File: src/rtl/probe_sequencer_if.sv
// Register bus, run control and synthesiser handshake
// shared by probe_sequencer and its environment.
interface probe_sequencer_if;
  logic        WR_EN;
  logic [15:0] ADDR;
  logic [31:0] DATA;
  logic        START;
  logic        ABORT;
  logic        BUSY;
  logic        DONE;
  logic        INITIED;
  logic        UPDATE;
  logic        UPDATED;

  modport master (
    output WR_EN, ADDR, DATA, START, ABORT,
    output INITIED, UPDATED,
    input  BUSY, DONE, UPDATE
  );

  modport slave (
    input  WR_EN, ADDR, DATA, START, ABORT,
    input  INITIED, UPDATED,
    output BUSY, DONE, UPDATE
  );
endinterface

File: src/rtl/probe_sequencer.sv
// Probe run sequencer: groups > steps > reps > codes.
// Define HOP_TABLE_EN for the freq_mode 2 hop table.
module probe_sequencer #(
  parameter int CODE_W     = 32,
  parameter int CODE_DEPTH = 32,
  parameter int FREQW_W    = 32,
  parameter int CNT_W      = 16,
  parameter int BASE_ADDR  = 120
) (
  input  logic               CLOCK_10M,
  input  logic               RESET,
  probe_sequencer_if.slave   bus,
  output logic [FREQW_W-1:0] FREQW,
  output logic               PRE_GEN,
  output logic               GEN,
  output logic [CODE_W-1:0]  CODE,
  output logic [CNT_W-1:0]   CODE_LEN,
  output logic [CNT_W-1:0]   CODE_DURATION,
  output logic [CNT_W-1:0]   PULSE_LEN,
  output logic [7:0]         PROBE_MODE,
  output logic               RF_OUTPUT_EN,
  input  logic               SIGNAL_GEN_OVER,
  input  logic               RECEIVER_OVER
);
  localparam logic [CNT_W-1:0] ONE = CNT_W'(1);

  typedef enum logic [3:0] {
    S_IDLE, S_ARM, S_GROUP, S_STEP, S_UPD, S_UPDW,
    S_REP, S_CODE, S_PRE, S_GEN, S_INTV, S_DONE
  } state_t;

  state_t r_state, w_next;

  logic [7:0]         r_probe_mode, r_freq_mode;
  logic [CNT_W-1:0]   r_interval, r_groups, r_reps;
  logic [CNT_W-1:0]   r_steps, r_code_count, r_code_len;
  logic [CNT_W-1:0]   r_code_dur, r_pulse_len, r_pre_delay;
  logic [FREQW_W-1:0] r_start, r_step;
  logic [CODE_W-1:0]  r_code_tab [CODE_DEPTH];

  logic               r_start_q;
  logic [CNT_W-1:0]   r_grp, r_stp, r_rep, r_cod, r_cnt;

  logic [15:0]        w_off;
  logic               w_we, w_busy, w_start_edge;
  logic               w_intv, w_both, w_hop_mode;
  logic [CNT_W-1:0]   w_ncode;
  logic [CODE_W-1:0]  w_code_sel;
  logic [FREQW_W-1:0] w_hop_sel;
  logic               w_done, w_upd;

  assign w_off = bus.ADDR - 16'(BASE_ADDR);
  assign w_we = bus.WR_EN && !w_busy;
  assign w_start_edge = bus.START && !r_start_q;
  assign w_both = SIGNAL_GEN_OVER && RECEIVER_OVER;
  assign w_ncode =
    (r_code_count > CNT_W'(CODE_DEPTH)) ?
    CNT_W'(CODE_DEPTH) : r_code_count;
  assign w_intv =
    ((r_grp + ONE) < r_groups) && (r_interval != '0);

  always_ff @(posedge CLOCK_10M) begin
    if (RESET) begin
      r_probe_mode <= '0;
      r_interval   <= '0;
      r_groups     <= '0;
      r_reps       <= '0;
      r_freq_mode  <= '0;
      r_start      <= '0;
      r_step       <= '0;
      r_steps      <= '0;
      r_code_count <= '0;
      r_code_len   <= '0;
      r_code_dur   <= '0;
      r_pulse_len  <= '0;
      r_pre_delay  <= CNT_W'(256);
      for (int i = 0; i < CODE_DEPTH; i++)
        r_code_tab[i] <= '0;
    end else if (w_we) begin
      case (w_off)
        16'd0:  r_probe_mode <= bus.DATA[7:0];
        16'd1:  r_interval   <= CNT_W'(bus.DATA);
        16'd2:  r_groups     <= CNT_W'(bus.DATA);
        16'd3:  r_reps       <= CNT_W'(bus.DATA);
        16'd4:  r_freq_mode  <= bus.DATA[7:0];
        16'd5:  r_start      <= FREQW_W'(bus.DATA);
        16'd6:  r_step       <= FREQW_W'(bus.DATA);
        16'd7:  r_steps      <= CNT_W'(bus.DATA);
        16'd8:  r_code_count <= CNT_W'(bus.DATA);
        16'd9:  r_code_len   <= CNT_W'(bus.DATA);
        16'd10: r_code_dur   <= CNT_W'(bus.DATA);
        16'd11: r_pulse_len  <= CNT_W'(bus.DATA);
        16'd12: r_pre_delay  <= CNT_W'(bus.DATA);
        default: ;
      endcase
      for (int i = 0; i < CODE_DEPTH; i++)
        if (w_off == 16'(16 + i))
          r_code_tab[i] <= CODE_W'(bus.DATA);
    end
  end

  always_comb begin
    w_code_sel = '0;
    for (int i = 0; i < CODE_DEPTH; i++)
      if (r_cod == CNT_W'(i))
        w_code_sel = r_code_tab[i];
  end

`ifdef HOP_TABLE_EN
  logic [FREQW_W-1:0] r_hop_tab [CODE_DEPTH];
  logic [CNT_W-1:0]   w_hidx;

  assign w_hidx = r_stp % CNT_W'(CODE_DEPTH);
  assign w_hop_mode = (r_freq_mode == 8'd2);

  always_ff @(posedge CLOCK_10M) begin
    if (RESET) begin
      for (int i = 0; i < CODE_DEPTH; i++)
        r_hop_tab[i] <= '0;
    end else if (w_we) begin
      for (int i = 0; i < CODE_DEPTH; i++)
        if (w_off == 16'(64 + i))
          r_hop_tab[i] <= FREQW_W'(bus.DATA);
    end
  end

  always_comb begin
    w_hop_sel = '0;
    for (int i = 0; i < CODE_DEPTH; i++)
      if (w_hidx == CNT_W'(i))
        w_hop_sel = r_hop_tab[i];
  end
`else
  assign w_hop_mode = 1'b0;
  assign w_hop_sel  = '0;
`endif

  always_ff @(posedge CLOCK_10M) begin
    if (RESET) r_state <= S_IDLE;
    else       r_state <= w_next;
  end

  always_comb begin
    w_next = r_state;
    unique case (r_state)
      S_IDLE:  if (w_start_edge) w_next = S_ARM;
      S_ARM:   if (bus.INITIED)
                 w_next = (r_groups == '0) ? S_DONE : S_GROUP;
      S_GROUP: w_next = (r_grp < r_groups) ? S_STEP : S_DONE;
      S_STEP:  if (r_stp < r_steps) w_next = S_UPD;
               else if (w_intv)     w_next = S_INTV;
               else                 w_next = S_GROUP;
      S_UPD:   if (bus.UPDATED)  w_next = S_UPDW;
      S_UPDW:  if (!bus.UPDATED) w_next = S_REP;
      S_REP:   w_next = (r_rep < r_reps) ? S_CODE : S_STEP;
      S_CODE:  w_next = (r_cod < w_ncode) ? S_PRE : S_REP;
      S_PRE:   if (r_cnt == r_pre_delay) w_next = S_GEN;
      S_GEN:   if (w_both) w_next = S_CODE;
      S_INTV:  if (r_cnt == r_interval - ONE) w_next = S_GROUP;
      S_DONE:  w_next = S_IDLE;
      default: w_next = S_IDLE;
    endcase
    if (bus.ABORT && r_state != S_IDLE) w_next = S_IDLE;
  end

  always_comb begin
    w_busy  = (r_state != S_IDLE) && (r_state != S_DONE);
    w_done  = (r_state == S_DONE);
    w_upd   = (r_state == S_UPD);
    GEN     = (r_state == S_GEN);
    PRE_GEN = (r_state == S_PRE) || (r_state == S_GEN);
    RF_OUTPUT_EN = (r_state != S_IDLE) &&
      (PROBE_MODE == 8'd1 || PROBE_MODE == 8'd2 ||
       PROBE_MODE == 8'd5);
  end

  assign bus.BUSY   = w_busy;
  assign bus.DONE   = w_done;
  assign bus.UPDATE = w_upd;

  always_ff @(posedge CLOCK_10M) begin
    if (RESET) begin
      r_start_q     <= 1'b0;
      r_grp         <= '0;
      r_stp         <= '0;
      r_rep         <= '0;
      r_cod         <= '0;
      r_cnt         <= '0;
      FREQW         <= '0;
      CODE          <= '0;
      CODE_LEN      <= '0;
      CODE_DURATION <= '0;
      PULSE_LEN     <= '0;
      PROBE_MODE    <= '0;
    end else begin
      r_start_q <= bus.START;
      unique case (r_state)
        S_IDLE: if (w_start_edge) begin
          CODE_LEN      <= r_code_len;
          CODE_DURATION <= r_code_dur;
          PULSE_LEN     <= r_pulse_len;
          PROBE_MODE    <= r_probe_mode;
        end
        S_ARM: r_grp <= '0;
        S_GROUP: begin
          FREQW <= r_start;
          r_stp <= '0;
        end
        S_STEP: if (r_stp < r_steps) begin
          r_rep <= '0;
          if (w_hop_mode) FREQW <= w_hop_sel;
        end else begin
          r_grp <= r_grp + ONE;
          r_cnt <= '0;
        end
        S_REP: if (r_rep < r_reps) begin
          r_cod <= '0;
        end else begin
          r_stp <= r_stp + ONE;
          // mode 1 holds; hop mode reloads in STEP
          if (r_freq_mode != 8'd1 && !w_hop_mode)
            FREQW <= FREQW + r_step;
        end
        S_CODE: if (r_cod < w_ncode) begin
          CODE  <= w_code_sel;
          r_cnt <= '0;
        end else begin
          r_rep <= r_rep + ONE;
        end
        S_PRE, S_INTV: r_cnt <= r_cnt + ONE;
        S_GEN: if (w_both) r_cod <= r_cod + ONE;
        default: ;
      endcase
    end
  end
endmodule
File: src/flat_wrapper.sv
// flat-port wrapper written by rule: the top's interface ports become plain ports
module probe_sequencer_flat 
#(
  parameter int CODE_W     = 32,
  parameter int CODE_DEPTH = 32,
  parameter int FREQW_W    = 32,
  parameter int CNT_W      = 16,
  parameter int BASE_ADDR  = 120
)
  (CLOCK_10M, RESET, FREQW, PRE_GEN, GEN, CODE, CODE_LEN, CODE_DURATION, PULSE_LEN, PROBE_MODE, RF_OUTPUT_EN, SIGNAL_GEN_OVER, RECEIVER_OVER, bus_WR_EN, bus_ADDR, bus_DATA, bus_START, bus_ABORT, bus_INITIED, bus_UPDATED, bus_BUSY, bus_DONE, bus_UPDATE);
  probe_sequencer_if bus_i ();
  input  logic CLOCK_10M;
  input  logic RESET;
  output logic [FREQW_W-1:0] FREQW;
  output logic PRE_GEN;
  output logic GEN;
  output logic [CODE_W-1:0] CODE;
  output logic [CNT_W-1:0] CODE_LEN;
  output logic [CNT_W-1:0] CODE_DURATION;
  output logic [CNT_W-1:0] PULSE_LEN;
  output logic [7:0] PROBE_MODE;
  output logic RF_OUTPUT_EN;
  input  logic SIGNAL_GEN_OVER;
  input  logic RECEIVER_OVER;
  input wire logic [$bits(bus_i.WR_EN)-1:0] bus_WR_EN;
  input wire logic [$bits(bus_i.ADDR)-1:0] bus_ADDR;
  input wire logic [$bits(bus_i.DATA)-1:0] bus_DATA;
  input wire logic [$bits(bus_i.START)-1:0] bus_START;
  input wire logic [$bits(bus_i.ABORT)-1:0] bus_ABORT;
  input wire logic [$bits(bus_i.INITIED)-1:0] bus_INITIED;
  input wire logic [$bits(bus_i.UPDATED)-1:0] bus_UPDATED;
  output wire logic [$bits(bus_i.BUSY)-1:0] bus_BUSY;
  output wire logic [$bits(bus_i.DONE)-1:0] bus_DONE;
  output wire logic [$bits(bus_i.UPDATE)-1:0] bus_UPDATE;
  assign bus_i.WR_EN = bus_WR_EN;
  assign bus_i.ADDR = bus_ADDR;
  assign bus_i.DATA = bus_DATA;
  assign bus_i.START = bus_START;
  assign bus_i.ABORT = bus_ABORT;
  assign bus_i.INITIED = bus_INITIED;
  assign bus_i.UPDATED = bus_UPDATED;
  assign bus_BUSY = bus_i.BUSY;
  assign bus_DONE = bus_i.DONE;
  assign bus_UPDATE = bus_i.UPDATE;
  probe_sequencer #(.CODE_W(CODE_W), .CODE_DEPTH(CODE_DEPTH), .FREQW_W(FREQW_W), .CNT_W(CNT_W), .BASE_ADDR(BASE_ADDR)) u_core (.CLOCK_10M(CLOCK_10M), .RESET(RESET), .bus(bus_i), .FREQW(FREQW), .PRE_GEN(PRE_GEN), .GEN(GEN), .CODE(CODE), .CODE_LEN(CODE_LEN), .CODE_DURATION(CODE_DURATION), .PULSE_LEN(PULSE_LEN), .PROBE_MODE(PROBE_MODE), .RF_OUTPUT_EN(RF_OUTPUT_EN), .SIGNAL_GEN_OVER(SIGNAL_GEN_OVER), .RECEIVER_OVER(RECEIVER_OVER));
endmodule
File: config.mk
export PLATFORM = sky130hd
export DESIGN_NAME = probe_sequencer_flat
export DESIGN_NICKNAME = d
export VERILOG_FILES = /design/src/rtl/probe_sequencer_if.sv /design/src/rtl/probe_sequencer.sv /design/src/flat_wrapper.sv
export SDC_FILE = /design/constraint.sdc
export NUM_CORES = 2
export LEC_CHECK = 0
export ABC_AREA = 1
export CAP_MARGIN = 20
export CORE_ASPECT_RATIO = 0.9
export CORE_UTILIZATION = 60
export CTS_CLUSTER_SIZE = 14
export DETAILED_ROUTE_END_ITERATION = 8
export PLACE_DENSITY = 0.78
export SYNTH_ARGS = -nofsm -noshare
export SYNTH_HDL_FRONTEND = slang
export SYNTH_SLANG_ARGS = --single-unit
File: constraint.sdc
create_clock -name CLOCK_10M -period 7.8 [get_ports CLOCK_10M]
set_clock_uncertainty 0.1 [all_clocks]
set_input_delay 1.95 -clock CLOCK_10M [delete_from_list [all_inputs] [get_ports CLOCK_10M]]
set_output_delay 1.95 -clock CLOCK_10M [all_outputs]
set_load 0.01 [all_outputs]
==> metrics.log <==
[metrics] status: completed
[metrics] Max Cap Violations: 0
[metrics] via count of the first global-routing pass: 49880
[metrics] Chip Width: 354.3 um
[metrics] drc violations: 0
[metrics] cell depth of the worst hold path: 2
[metrics] total CTS buffers: 144
[metrics] WHS: 0.3690 ns
[metrics] number of nets in the layout: 7787
[metrics] CP Max Fanout: 54
[metrics] io pins: 183
[metrics] Tot GR Track Use: 31.64%
[metrics] starting DRC count in detailed routing: 6744
[metrics] vertical extent of the die: 319.1 um
[metrics] post-route setup TNS: 0 ns
[metrics] maximum buffer depth of the clock tree: 3
[metrics] synthesized flop and latch total: 1453
[metrics] effective utilization at floorplan: 60.90%
[metrics] clock transition at the registers of the reported paths: 0.06 ns
[metrics] standby leakage power: 30.57 nW
[metrics] worst-case vdd ir drop: 0.2140 mV
[metrics] buffer type at the clock tree root: sky130_fd_sc_hd__clkbuf_16
[metrics] ratio of total power to cell area: 241.6 mW/mm^2
[metrics] overall via count from detail_route: 53130
[metrics] area occupied by registers: 0.03934 mm^2
[metrics] first-pass detailed-route iteration total: 8
[metrics] category of the worst setup path launch point: flop
[metrics] CP arrival: 6.90 ns
[metrics] number of cell rows: 115
[metrics] synth unique cells: 62
[metrics] fraction of the core area covered by cells at the end of the flow: 68.58%
[metrics] mean instance size in the synthesized netlist: 8.951 um^2
[metrics] clock period minus worst slack: 6.395 ns
[metrics] # fillers: 8070
[metrics] Final Slew Violations: 0
[metrics] fraction of layout instances using a drive strength above 1: 9.988%
[metrics] number of endpoints with negative hold slack in the final report: 0
[metrics] overall die area: 0.1131 mm^2
[metrics] Avg Vias per Cell: 5.778
[metrics] Final setup viols: 0
[metrics] switching power: 4.721 mW
[metrics] number of clock sinks: 1453
[metrics] sum of routed wire length over all layers: 181500 um
[metrics] library cell contributing the largest single delay on the critical path: sky130_fd_sc_hd__nor3_1
[metrics] most area-hungry cell type in the Yosys netlist: sky130_fd_sc_hd__edfxtp_1
[metrics] Worst R2R Start: u_core.r_cod[11]
[metrics] Post-DRT Antenna Nets: 0
[metrics] crit path capture type: flop
[metrics] Setup WS pre-CTS: 1.322 ns
[metrics] setup slack on the worst flop-to-flop path: 1.41 ns
[metrics] actual slew at the worst max-slew pin: 1.224 ns
[metrics] startpoint of the most critical hold path: u_core.CODE[14]
[metrics] CTS-repair resized insts: 0
[metrics] Worst Path Required: 8.31 ns
[metrics] Tightest Hold Check Type: flop to flop
[metrics] top area cells in the synthesized netlist: sky130_fd_sc_hd__edfxtp_1 46%, sky130_fd_sc_hd__dfxtp_1 13%, sky130_fd_sc_hd__nand2_1 12%
[metrics] insertion delay of the later-clocked pin in the worst-skew pair: 0.76 ns
[metrics] post-route clock period utilization: 81.98%
[metrics] count of hold-fix buffers inserted at cts: 0
[metrics] number of buffers added on ports: 182
[metrics] count of H-tree levels built during CTS: 4
[metrics] Internal Dissipation: 13.52 mW
[metrics] total area of multi-input combinational cells: 0.02411 mm^2
[metrics] RePlAce Congestion: 0.9805
[metrics] GRT overflow: 0
[metrics] most frequent CP cell: sky130_fd_sc_hd__nand2_1
[metrics] WHS Endpoint: u_core.CODE[14]
[metrics] cell with the most instances after synthesis: sky130_fd_sc_hd__nand2_1
[metrics] Yosys top cell area share: 45.87%
[metrics] headroom to the max-slew limit: 18.07%
[metrics] max frequency: 0.1564 GHz
[metrics] combinational power share: 12.7%
[metrics] synth warn: 0
[metrics] antenna violations before repair: 5
[metrics] DPL Wire Length: 118000 um
[metrics] final worst-path setup slack: 1.405 ns
[metrics] wire length per cell: 19.74 um
[metrics] Post-synth EDFFs: 1024
[metrics] CTS tree: done
[metrics] clock network fraction of design power: 38.5%
[metrics] setup fix buffers added after clock tree synthesis: 0
[metrics] post-layout power: 18.24 mW
[metrics] slowest stage delay, CP: 0.92 ns
[metrics] most common flop cell mapped by yosys: sky130_fd_sc_hd__edfxtp_1
[metrics] first-pass GRT wire length: 278500 um
[metrics] switching portion of total power: 25.88%
[metrics] part of the power in registers: 48.8%
[metrics] Critical Setup Path Class: flop to flop
[metrics] maximum number of pins on one net before global-route repair: 106
[metrics] endpoint of the most critical register-to-register path: u_core.CODE[20]
[metrics] RSZ-0062 raised after global routing: false
[metrics] cells after synthesis: 7490
[metrics] total core area: 0.1101 mm^2
[metrics] async set-reset flop share out of synthesis: 0%
[metrics] share of the yosys chip area belonging to registers: 58.68%
[metrics] area growth from synthesis to layout: 12.60%
[metrics] top post-synthesis cells by count: 2108 x sky130_fd_sc_hd__nand2_1, 1165 x sky130_fd_sc_hd__nor2_1, 1024 x sky130_fd_sc_hd__edfxtp_1
[metrics] summed instance area of the synthesized netlist: 0.06704 mm^2
[metrics] cells on worst reg2reg path: 49
[flip-flops by register name, indices dropped and copies added, names as in the netlist, 32 cells and up]
| name | flops |
|---|---|
| u_core.r_code_tab | 1024 |
| u_core.CODE | 32 |
| u_core.FREQW | 32 |
| u_core.r_start | 32 |
| u_core.r_step | 32 |
[stage by stage]
stage | cells | instance area [um^2]
after global placement | 8904 | 70370
after global routing | 9192 | 75480
after floorplan | 7499 | 67070
after CTS | 9173 | 75240
final | 9194 | 75490
after detailed placement | 8911 | 70460
[how the worst max path moves through the flow]
stage | end | startpoint | cells past startpoint
floorplan | u_core.r_code_tab[0][928] | bus_ADDR[3] | 9
global placement | u_core.r_code_tab[0][359] | bus_ADDR[3] | 11
detailed placement | u_core.r_code_tab[0][554] | bus_ADDR[3] | 13
CTS | u_core.CODE[20] | u_core.r_cod[11] | 49
global route | u_core.CODE[2] | u_core.r_cod[11] | 49
finish | u_core.CODE[20] | u_core.r_cod[11] | 49
[logic make-up (layout without fill, tap and decap cells)]
group / after synthesis / after routing / share of synthesized area (%)
flops: 1453 / 1453 / 58.68
simple gates: 4042 / 4042 / 25.04
fa+ha+maj: 117 / 117 / 2.195
compound gates: 881 / 881 / 7.857
buf+inv: 947 / 1177 / 5.580
other cells: 1 / 13 / 0.005594
xor+xnor: 49 / 49 / 0.6402
[worst max-delay path: cells and delay by family, from the launching register on]
kind | cells | cell delay (ns)
flops | 1 | 0.36
buf+inv | 3 | 1.36
simple gates | 45 | 4.32
compound gates | 1 | 0.06
[cell usage in the layout, fill, tap and decap left out, drive strengths merged, types with 8 or more instances in the layout]
| cell | count |
|---|---|
| nand2 | 2111 |
| xnor2 | 17 |
| conb | 10 |
| nor3 | 83 |
| buf | 181 |
| o22ai | 15 |
| clkdlybuf4s50 | 181 |
| a211oi | 250 |
| o21bai | 8 |
| inv | 497 |
| nor2 | 1175 |
| ha | 116 |
| dfxtp | 429 |
| a31oi | 12 |
| clkinv | 110 |
| a21oi | 240 |
| o21ai | 301 |
| nor3b | 14 |
| or2 | 325 |
| bufinv | 12 |
| nor4 | 22 |
| o211ai | 19 |
| nand4 | 69 |
| xor2 | 32 |
| nand3 | 235 |
| clkbuf | 193 |
| edfxtp | 1024 |
[power groups by stage]
stage	sequential, mW	clock (mW)	combinational, mW
after floorplan	9.05	0	1.30
after global placement	9.03	0	2.19
after detailed placement	9.05	0	2.25
after CTS	8.89	7.06	2.28
after global routing	8.93	7.37	2.55
final	8.90	7.03	2.31
[routing by layer]
metal | vias to the layer above | share of wire (%) | track usage [%]
met5 | - | 0.0066 | 0
met4 | 2 | 3.8 | 12.73
met3 | 388 | 11 | 6.901
met2 | 2601 | 45 | 48.95
met1 | 25180 | 40 | 43.45
li1 | 24950 | - | -
[cell type report]
type                            count  share of cell area (%)
Sequential cell                  1453                   52.11
Multi-Input combinational cell   5099                   31.94
Clock buffer                      189                   5.339
Timing Repair Buffer              366                   4.449
Inverter                          549                   2.737
Tap cell                         1462                   2.423
Clock inverter                     73                  0.9945
Antenna cell                        3                0.009945
(Power assumes the default switching activity.)
